**src/rtl/mc_control_if.sv**
```systemverilog
// Handshake/control bundle between the decode stage, datapath and mc_control.
// i_target exists only when MC_CONTROL_BEX_SETX_EN is defined.
interface mc_control_if #(
  parameter int OPCODE_W = 5,
  parameter int ALUOP_W  = 5,
  parameter int STATUS_W = 32,
  parameter int TARGET_W = 27
);
  logic                i_instr_valid;
  logic [OPCODE_W-1:0] i_opcode;
  logic [ALUOP_W-1:0]  i_aluop;
  logic                i_alu_ovf;
  logic                i_alu_ne;
  logic                i_alu_lt;
  logic                i_md_ready;
  logic                i_md_exception;
`ifdef MC_CONTROL_BEX_SETX_EN
  logic [TARGET_W-1:0] i_target;
`endif
  logic                o_instr_ready;
  logic                o_rwe;
  logic [1:0]          o_dest_sel;
  logic [1:0]          o_val_sel;
  logic                o_alu_sei;
  logic [ALUOP_W-1:0]  o_alu_op_out;
  logic                o_dmwe;
  logic [1:0]          o_pc_sel;
  logic                o_pc_en;
  logic                o_md_mult;
  logic                o_md_div;
  logic [STATUS_W-1:0] o_status_val;

  modport slave (
`ifdef MC_CONTROL_BEX_SETX_EN
    input  i_target,
`endif
    input  i_instr_valid, i_opcode, i_aluop, i_alu_ovf, i_alu_ne, i_alu_lt,
           i_md_ready, i_md_exception,
    output o_instr_ready, o_rwe, o_dest_sel, o_val_sel, o_alu_sei, o_alu_op_out,
           o_dmwe, o_pc_sel, o_pc_en, o_md_mult, o_md_div, o_status_val
  );

  modport master (
`ifdef MC_CONTROL_BEX_SETX_EN
    output i_target,
`endif
    output i_instr_valid, i_opcode, i_aluop, i_alu_ovf, i_alu_ne, i_alu_lt,
           i_md_ready, i_md_exception,
    input  o_instr_ready, o_rwe, o_dest_sel, o_val_sel, o_alu_sei, o_alu_op_out,
           o_dmwe, o_pc_sel, o_pc_en, o_md_mult, o_md_div, o_status_val
  );
endinterface

```
**src/rtl/mc_control.sv**
```systemverilog
// Multicycle control: registered decode, mult/div sequencing with timeout/exception.
// Optional setx/bex decode is enabled by defining MC_CONTROL_BEX_SETX_EN.
module mc_control #(
  parameter int OPCODE_W   = 5,
  parameter int ALUOP_W    = 5,
  parameter int STATUS_W   = 32,
  parameter int MD_TIMEOUT = 40
) (
  input  logic          i_clk,
  input  logic          i_rst,
  mc_control_if.slave   bus
);
  localparam int CNT_W = $clog2(MD_TIMEOUT + 1);

  localparam logic [OPCODE_W-1:0] OP_R    = OPCODE_W'(0);
  localparam logic [OPCODE_W-1:0] OP_J    = OPCODE_W'(1);
  localparam logic [OPCODE_W-1:0] OP_BNE  = OPCODE_W'(2);
  localparam logic [OPCODE_W-1:0] OP_JAL  = OPCODE_W'(3);
  localparam logic [OPCODE_W-1:0] OP_JR   = OPCODE_W'(4);
  localparam logic [OPCODE_W-1:0] OP_ADDI = OPCODE_W'(5);
  localparam logic [OPCODE_W-1:0] OP_BLT  = OPCODE_W'(6);
  localparam logic [OPCODE_W-1:0] OP_SW   = OPCODE_W'(7);
  localparam logic [OPCODE_W-1:0] OP_LW   = OPCODE_W'(8);
`ifdef MC_CONTROL_BEX_SETX_EN
  localparam logic [OPCODE_W-1:0] OP_SETX = OPCODE_W'(21);
  localparam logic [OPCODE_W-1:0] OP_BEX  = OPCODE_W'(22);
`endif

  typedef enum logic [2:0] {
    S_IDLE, S_EXEC, S_MD_START, S_MD_WAIT, S_MD_WB
  } state_t;

  state_t r_state, w_state;

  logic                r_ready, w_ready;
  logic                r_rwe, w_rwe;
  logic [1:0]          r_dest_sel, w_dest_sel;
  logic [1:0]          r_val_sel, w_val_sel;
  logic                r_alu_sei, w_alu_sei;
  logic [ALUOP_W-1:0]  r_alu_op, w_alu_op;
  logic                r_dmwe, w_dmwe;
  logic [1:0]          r_pc_sel, w_pc_sel;
  logic                r_pc_en, w_pc_en;
  logic                r_md_mult, w_md_mult;
  logic                r_md_div, w_md_div;
  logic [STATUS_W-1:0] r_status, w_status;
  // Overflow code doubles as the status value: 1 add, 2 addi, 3 sub, 0 none.
  logic [1:0]          r_ovf_code, w_ovf_code;
  logic                r_br_ne, w_br_ne;
  logic                r_br_lt, w_br_lt;
  logic                r_is_mul, w_is_mul;
  logic [CNT_W-1:0]    r_cnt, w_cnt, w_cnt_inc;
`ifdef MC_CONTROL_BEX_SETX_EN
  logic                r_bex, w_bex;
`endif

  logic w_accept, w_is_md, w_timeout, w_exc;
  logic w_in_exec, w_ovf, w_br_taken, w_bex_taken;

  assign w_accept  = bus.i_instr_valid & r_ready;
  assign w_is_md   = (bus.i_opcode == OP_R) &&
                     ((bus.i_aluop == ALUOP_W'(6)) || (bus.i_aluop == ALUOP_W'(7)));
  assign w_cnt_inc = r_cnt + CNT_W'(1);
  assign w_timeout = (w_cnt_inc == CNT_W'(MD_TIMEOUT));

  always_ff @(posedge i_clk or posedge i_rst) begin
    if (i_rst) r_state <= S_IDLE;
    else       r_state <= w_state;
  end

  always_comb begin
    w_state    = r_state;
    w_rwe      = 1'b0;
    w_dest_sel = 2'b00;
    w_val_sel  = 2'b00;
    w_alu_sei  = 1'b0;
    w_alu_op   = '0;
    w_dmwe     = 1'b0;
    w_pc_sel   = 2'b00;
    w_pc_en    = 1'b0;
    w_md_mult  = 1'b0;
    w_md_div   = 1'b0;
    w_status   = '0;
    w_ovf_code = 2'd0;
    w_br_ne    = 1'b0;
    w_br_lt    = 1'b0;
    w_is_mul   = r_is_mul;
    w_cnt      = '0;
    w_exc      = 1'b0;
`ifdef MC_CONTROL_BEX_SETX_EN
    w_bex      = 1'b0;
`endif
    case (r_state)
      S_IDLE, S_EXEC: begin
        if (!w_accept) begin
          w_state = S_IDLE;
        end else if (w_is_md) begin
          w_state   = S_MD_START;
          w_is_mul  = (bus.i_aluop == ALUOP_W'(6));
          w_md_mult = w_is_mul;
          w_md_div  = !w_is_mul;
        end else begin
          w_state = S_EXEC;
          w_pc_en = 1'b1;
          case (bus.i_opcode)
            OP_R: begin
              w_rwe    = 1'b1;
              w_alu_op = bus.i_aluop;
              if (bus.i_aluop == ALUOP_W'(0))      w_ovf_code = 2'd1;
              else if (bus.i_aluop == ALUOP_W'(1)) w_ovf_code = 2'd3;
            end
            OP_J:    w_pc_sel = 2'b10;
            OP_BNE:  w_br_ne  = 1'b1;
            OP_JAL: begin
              w_rwe      = 1'b1;
              w_dest_sel = 2'b01;
              w_val_sel  = 2'b10;
              w_pc_sel   = 2'b10;
            end
            OP_JR:   w_pc_sel = 2'b11;
            OP_ADDI: begin
              w_rwe      = 1'b1;
              w_alu_sei  = 1'b1;
              w_ovf_code = 2'd2;
            end
            OP_BLT:  w_br_lt  = 1'b1;
            OP_SW: begin
              w_alu_sei = 1'b1;
              w_dmwe    = 1'b1;
            end
            OP_LW: begin
              w_rwe     = 1'b1;
              w_val_sel = 2'b01;
              w_alu_sei = 1'b1;
            end
`ifdef MC_CONTROL_BEX_SETX_EN
            OP_SETX: begin
              w_rwe      = 1'b1;
              w_dest_sel = 2'b10;
              w_val_sel  = 2'b10;
              w_status   = STATUS_W'(bus.i_target);
            end
            OP_BEX:  w_bex = 1'b1;
`endif
            default: ;
          endcase
        end
      end
      S_MD_START: w_state = S_MD_WAIT;
      S_MD_WAIT: begin
        w_cnt = w_cnt_inc;
        // A result arriving on the timeout cycle takes priority over the forced exception.
        if (bus.i_md_ready || w_timeout) begin
          w_state   = S_MD_WB;
          w_exc     = bus.i_md_ready ? bus.i_md_exception : 1'b1;
          w_rwe     = 1'b1;
          w_val_sel = 2'b11;
          w_pc_en   = 1'b1;
          if (w_exc) begin
            w_dest_sel = 2'b10;
            w_status   = r_is_mul ? STATUS_W'(4) : STATUS_W'(5);
          end
        end
      end
      S_MD_WB: w_state = S_IDLE;
      default: w_state = S_IDLE;
    endcase
    w_ready = (w_state == S_IDLE) || (w_state == S_EXEC);
  end

  always_ff @(posedge i_clk or posedge i_rst) begin
    if (i_rst) begin
      r_ready    <= 1'b0;
      r_rwe      <= 1'b0;
      r_dest_sel <= 2'b00;
      r_val_sel  <= 2'b00;
      r_alu_sei  <= 1'b0;
      r_alu_op   <= '0;
      r_dmwe     <= 1'b0;
      r_pc_sel   <= 2'b00;
      r_pc_en    <= 1'b0;
      r_md_mult  <= 1'b0;
      r_md_div   <= 1'b0;
      r_status   <= '0;
      r_ovf_code <= 2'd0;
      r_br_ne    <= 1'b0;
      r_br_lt    <= 1'b0;
      r_is_mul   <= 1'b0;
      r_cnt      <= '0;
`ifdef MC_CONTROL_BEX_SETX_EN
      r_bex      <= 1'b0;
`endif
    end else begin
      r_ready    <= w_ready;
      r_rwe      <= w_rwe;
      r_dest_sel <= w_dest_sel;
      r_val_sel  <= w_val_sel;
      r_alu_sei  <= w_alu_sei;
      r_alu_op   <= w_alu_op;
      r_dmwe     <= w_dmwe;
      r_pc_sel   <= w_pc_sel;
      r_pc_en    <= w_pc_en;
      r_md_mult  <= w_md_mult;
      r_md_div   <= w_md_div;
      r_status   <= w_status;
      r_ovf_code <= w_ovf_code;
      r_br_ne    <= w_br_ne;
      r_br_lt    <= w_br_lt;
      r_is_mul   <= w_is_mul;
      r_cnt      <= w_cnt;
`ifdef MC_CONTROL_BEX_SETX_EN
      r_bex      <= w_bex;
`endif
    end
  end

  // ALU flags belong to the op being executed, so they only act during EXEC.
  assign w_in_exec  = (r_state == S_EXEC);
  assign w_ovf      = w_in_exec & bus.i_alu_ovf & (r_ovf_code != 2'd0);
  assign w_br_taken = w_in_exec & ((r_br_ne & bus.i_alu_ne) | (r_br_lt & bus.i_alu_lt));
`ifdef MC_CONTROL_BEX_SETX_EN
  assign w_bex_taken = w_in_exec & r_bex & bus.i_alu_ne;
`else
  assign w_bex_taken = 1'b0;
`endif

  assign bus.o_instr_ready = r_ready;
  assign bus.o_rwe         = r_rwe;
  assign bus.o_dest_sel    = w_ovf ? 2'b10 : r_dest_sel;
  assign bus.o_val_sel     = r_val_sel;
  assign bus.o_alu_sei     = r_alu_sei;
  assign bus.o_alu_op_out  = r_alu_op;
  assign bus.o_dmwe        = r_dmwe;
  assign bus.o_pc_sel      = w_br_taken ? 2'b01 : (w_bex_taken ? 2'b10 : r_pc_sel);
  assign bus.o_pc_en       = r_pc_en;
  assign bus.o_md_mult     = r_md_mult;
  assign bus.o_md_div      = r_md_div;
  assign bus.o_status_val  = w_ovf ? STATUS_W'(r_ovf_code) : r_status;
endmodule

```
**src/flat_wrapper.sv**
```systemverilog
// flat-port wrapper written by rule: the top's interface ports become plain ports
module mc_control_flat 
#(
  parameter int OPCODE_W   = 5,
  parameter int ALUOP_W    = 5,
  parameter int STATUS_W   = 32,
  parameter int MD_TIMEOUT = 40
)
  (i_clk, i_rst, bus_i_instr_valid, bus_i_opcode, bus_i_aluop, bus_i_alu_ovf, bus_i_alu_ne, bus_i_alu_lt, bus_i_md_ready, bus_i_md_exception, bus_o_instr_ready, bus_o_rwe, bus_o_dest_sel, bus_o_val_sel, bus_o_alu_sei, bus_o_alu_op_out, bus_o_dmwe, bus_o_pc_sel, bus_o_pc_en, bus_o_md_mult, bus_o_md_div, bus_o_status_val);
  mc_control_if #(.OPCODE_W(OPCODE_W), .ALUOP_W(ALUOP_W), .STATUS_W(STATUS_W)) bus_i ();
  input  logic i_clk;
  input  logic i_rst;
  input wire logic [$bits(bus_i.i_instr_valid)-1:0] bus_i_instr_valid;
  input wire logic [$bits(bus_i.i_opcode)-1:0] bus_i_opcode;
  input wire logic [$bits(bus_i.i_aluop)-1:0] bus_i_aluop;
  input wire logic [$bits(bus_i.i_alu_ovf)-1:0] bus_i_alu_ovf;
  input wire logic [$bits(bus_i.i_alu_ne)-1:0] bus_i_alu_ne;
  input wire logic [$bits(bus_i.i_alu_lt)-1:0] bus_i_alu_lt;
  input wire logic [$bits(bus_i.i_md_ready)-1:0] bus_i_md_ready;
  input wire logic [$bits(bus_i.i_md_exception)-1:0] bus_i_md_exception;
  output wire logic [$bits(bus_i.o_instr_ready)-1:0] bus_o_instr_ready;
  output wire logic [$bits(bus_i.o_rwe)-1:0] bus_o_rwe;
  output wire logic [$bits(bus_i.o_dest_sel)-1:0] bus_o_dest_sel;
  output wire logic [$bits(bus_i.o_val_sel)-1:0] bus_o_val_sel;
  output wire logic [$bits(bus_i.o_alu_sei)-1:0] bus_o_alu_sei;
  output wire logic [$bits(bus_i.o_alu_op_out)-1:0] bus_o_alu_op_out;
  output wire logic [$bits(bus_i.o_dmwe)-1:0] bus_o_dmwe;
  output wire logic [$bits(bus_i.o_pc_sel)-1:0] bus_o_pc_sel;
  output wire logic [$bits(bus_i.o_pc_en)-1:0] bus_o_pc_en;
  output wire logic [$bits(bus_i.o_md_mult)-1:0] bus_o_md_mult;
  output wire logic [$bits(bus_i.o_md_div)-1:0] bus_o_md_div;
  output wire logic [$bits(bus_i.o_status_val)-1:0] bus_o_status_val;
  assign bus_i.i_instr_valid = bus_i_instr_valid;
  assign bus_i.i_opcode = bus_i_opcode;
  assign bus_i.i_aluop = bus_i_aluop;
  assign bus_i.i_alu_ovf = bus_i_alu_ovf;
  assign bus_i.i_alu_ne = bus_i_alu_ne;
  assign bus_i.i_alu_lt = bus_i_alu_lt;
  assign bus_i.i_md_ready = bus_i_md_ready;
  assign bus_i.i_md_exception = bus_i_md_exception;
  assign bus_o_instr_ready = bus_i.o_instr_ready;
  assign bus_o_rwe = bus_i.o_rwe;
  assign bus_o_dest_sel = bus_i.o_dest_sel;
  assign bus_o_val_sel = bus_i.o_val_sel;
  assign bus_o_alu_sei = bus_i.o_alu_sei;
  assign bus_o_alu_op_out = bus_i.o_alu_op_out;
  assign bus_o_dmwe = bus_i.o_dmwe;
  assign bus_o_pc_sel = bus_i.o_pc_sel;
  assign bus_o_pc_en = bus_i.o_pc_en;
  assign bus_o_md_mult = bus_i.o_md_mult;
  assign bus_o_md_div = bus_i.o_md_div;
  assign bus_o_status_val = bus_i.o_status_val;
  mc_control #(.OPCODE_W(OPCODE_W), .ALUOP_W(ALUOP_W), .STATUS_W(STATUS_W), .MD_TIMEOUT(MD_TIMEOUT)) u_core (.i_clk(i_clk), .i_rst(i_rst), .bus(bus_i));
endmodule
```
**config.mk**
```make
export PLATFORM = sky130hd
export DESIGN_NAME = mc_control_flat
export DESIGN_NICKNAME = d
export VERILOG_FILES = /design/src/rtl/mc_control_if.sv /design/src/rtl/mc_control.sv /design/src/flat_wrapper.sv
export SDC_FILE = /design/constraint.sdc
export NUM_CORES = 1
export LEC_CHECK = 0
export CAP_MARGIN = 20
export CORE_ASPECT_RATIO = 1.1
export CORE_MARGIN = 4
export CORE_UTILIZATION = 46
export CTS_CLUSTER_DIAMETER = 60
export DETAILED_ROUTE_END_ITERATION = 7
export HOLD_SLACK_MARGIN = 0.05
export PLACE_DENSITY = 0.9
export SKIP_CTS_REPAIR_TIMING = 1
export SYNTH_ARGS = -nofsm -noshare
export SYNTH_HDL_FRONTEND = slang
export SYNTH_SLANG_ARGS = --single-unit
```
**constraint.sdc**
```tcl
create_clock -name i_clk -period 4.14 [get_ports i_clk]
set_input_delay 0.828 -clock i_clk [delete_from_list [all_inputs] [get_ports i_clk]]
set_output_delay 0.828 -clock i_clk [all_outputs]
set_load 0.05 [all_outputs]
```
==> metrics.md <==
| Metric | Value |
|---|---|
| Post-route clock skew | 0.00952 ns |
| Overall die area | 4700 um2 |
| Post-layout util | 0.598 |
| Status | completed |
| Type of the worst min-delay path | flip-flop to flip-flop |
| Max Transition Viols Final | 0 |
| Post-DP Area | 2000 um2 |
| Ports placed on the boundary | 68 |
| End of the worst register-to-register path | u_core.bus.o_rwe |
| Logic depth of the worst register-to-register path | 4 |
| Final worst-path cycle share | 0.813 |
| Area Overhead vs Synth | 22.1% |
| Yosys warning count | 0 |
| Die boundary height | 71.5 um |
| Number of buffers on the longest clock path | 2 |
| Crit path launch type | input port |
| Delay of the slowest critical-path stage | 0.82 ns |
| Start point of the worst min-delay path | u_core.r_is_mul |
| Maximum fanout along the worst path | 3 |
| Post-route minimum period | 3.36 ns |
| Max-capacitance violation count | 0 |
| Count of distinct cell types in the synthesized netlist | 42 |
| Unrepaired setup endpoints after global routing | no |
| CTS Buf Count | 5 |
| CP Capture Type | output pin |
| Cell chain of the critical path | clkdlybuf4s50_1 -> and3_1 -> and2_1 -> o21ai_0 -> clkdlybuf4s50_1 |
| Setup_tns | 0 ns |
| Worst reg2reg path startpoint | u_core.r_cnt[0] |
| Buffer cell driving the clock tree root | clkbuf_4 |
| Starting DRC count in detailed routing | 34 |
| Most frequent cell after synthesis | dfrtp_1 |
| Syn Area/Cell | 10.3 um2 |
| Slowest stage cell on the critical path | clkdlybuf4s50_1 |
| Total standard cell area after synthesis | 1690 um2 |
| Fraction of layout cells with a size suffix above 1 | 0.0732 |
| Worst hold slack | 0.454 ns |
| Clock transition at the registers of the reported paths | 0.08 ns |
| Routability Congestion | 0.800 |
| Global Route Usage Sum | 0.144 |
| Launching instance or port of the critical path | bus_i_alu_ovf |
| Post-Synthesis Cells | 164 |
| Hold Violations, Final | 0 |
| Yosys top cell area share | 0.505 |
| Leftover overflow at the end of global routing | 0 |
| Worst-case register-to-register setup slack | 2.51 ns |
| Arr. time, crit path | 2.54 ns |
| Number of flip-flops and latches in the synthesized netlist | 34 |
| Clock H-tree levels | 2 |
| Power per Cell Area | 406 nW/um2 |
| Slew Limit Headroom | 0.500 |
| Detailed-route via count | 1,189 |
| Register area share after synthesis | 0.505 |
| Number of antenna violations at the first check in global routing | 0 |
| Average routed wire per standard cell | 12.6 um |
| Most common library cells after synthesis | dfrtp_1, buf_4, nor2_1 |
| Type of the worst setup path | input port to output pin |
| VDD IR max | 338 uV |
| Horiz. Die Dim | 65.7 um |
| Number of clock sinks | 34 |
| Maximum number of pins on one net before global-route repair | 23 |
| Initial standard-cell utilization of the core | 0.490 |
| Number of detailed-routing iterations run before antenna repair | 4 |
| Most common cell on crit path | clkdlybuf4s50_1 |
| Leakage power of the design | 0.967 nW |
| Leading area contributor after synthesis | dfrtp_1 |
| Clock tree from TritonCTS | yes |
| Biggest area contributors in the synthesized netlist | dfrtp_1, buf_4, nor2_1, and2_1, nor2b_1 |
| Maximum clock frequency | 0.297 GHz |
| Design area | 2060 um2 |
| Number of enable flip-flop cells after synthesis | 0 |
| Worst hold endpoint | u_core.r_status[0] |
| Number of placed instances, taps included | 245 |
| Finished Layout Cells | 253 |
| First-pass GRT wire length | 5.11 mm |
| DRT Wirelength | 3.18 mm |
| Final setup vio count | 0 |
| Net total in the final layout | 223 |
| Count of antenna diodes in the layout | 0 |
| Sum of net half-perimeters after detailed placement | 2.52 mm |
| Worst Hold Depth | 1 |
| Total number of placement rows | 22 |
| Number of remaining DRC errors | 0 |
| Share of flip-flops with an asynchronous set or reset | 1.00 |
| Clock latency at the later pin of the worst-skew pair | 0.32 ns |
| Residual antenna-violating net count after detailed routing | 0 |
| Worst-Margin Slew | 0.749 ns |
| Vias in the first global route | 1,104 |
| CP required | 3.31 ns |
| Per-cell via count in the routed design | 4.70 |
| Standard cell core area | 3440 um2 |
| Most used flip-flop cell after synthesis | dfrtp_1 |
| Input/output buffers | 38 |
==> critical path, delay by kind of cell <==
kind / cells / cell delay (ns)
AND/OR/NAND/NOR: 2 / 0.35
buffers and inverters: 2 / 1.22
AO/OA/AOI/OAI: 1 / 0.14
==> how the worst max path moves through the flow <==
stage / to / slack, ns / cells past startpoint
after global placement: bus_o_status_val[0] / 0.81 / 5
after global routing: bus_o_dest_sel[1] / 0.70 / 5
after CTS: bus_o_status_val[0] / 0.76 / 5
after floorplan: bus_o_status_val[0] / 0.81 / 3
after detailed placement: bus_o_status_val[0] / 0.77 / 5
final: bus_o_status_val[0] / 0.78 / 5
==> stage by stage <==
| stage | worst slack, ns | power [mW] |
|---|---|---|
| floorplan | 0.813 | 0.604 |
| global placement | 0.811 | 0.656 |
| detailed placement | 0.766 | 0.659 |
| CTS | 0.759 | 0.844 |
| global route | 0.699 | 0.878 |
| finish | 0.776 | 0.835 |
==> state kept, by name, indices dropped and copies added (netlist names), 2 cells and up <==
signal and flops:
u_core.r_cnt 6, u_core.r_ovf_code 2, u_core.r_status 2, u_core.r_pc_sel 2, u_core.r_state 3, u_core.bus.o_val_sel 2, u_core.r_dest_sel 2, u_core.bus.o_alu_op_out 5
==> routing by layer <==
layer	part of all wire	vias to the layer above	GRT usage
met5	0	-	0
met4	0.027	0	0.0760
met3	0.058	9	0.0313
met2	0.50	48	0.228
met1	0.41	554	0.183
li1	-	578	-
==> cells by family after synthesis <==
| group | count (synthesis) | share of synthesized area |
|---|---|---|
| AO/OA/AOI/OAI | 14 | 0.0616 |
| flip-flops | 34 | 0.505 |
| buffers and inverters | 36 | 0.147 |
| other | 1 | 0.00223 |
| adder cells (fa/ha/maj) | 1 | 0.00742 |
| multiplexers | 2 | 0.0126 |
| AND/OR/NAND/NOR | 71 | 0.238 |
| XOR/XNOR | 5 | 0.0260 |
==> power breakdown <==
part	leakage, nW	internal (mW)	switching (mW)
combinational	0.467	0.0793	0.193
sequential	0.465	0.362	0.0190
clock	0.0353	0.0822	0.0996
total	0.967	0.524	0.312
==> layout make-up <==
type                       count  area, um2
clock buffer                   7       55.1
clock inverter                 1       5.00
fill                         299       1380
inverter                       2       7.51
multi-input combinational    122        692
sequential                    34        851
tap                           48       60.1
timing repair buffer          39        388
==> cell usage in the layout (no fill, tap or decap), drive strengths merged, types with 5 or more instances in the layout <==
| cell type | instances |
|---|---|
| nor3 | 5 |
| dfrtp | 34 |
| clkdlybuf4s50 | 38 |
| conb | 29 |
| and3 | 5 |
| nand2b | 5 |
| clkbuf | 7 |
| nand3 | 5 |
| nor2b | 6 |
| and2 | 6 |
| nor2 | 17 |
| nand2 | 6 |
(Power assumes the default switching activity.)
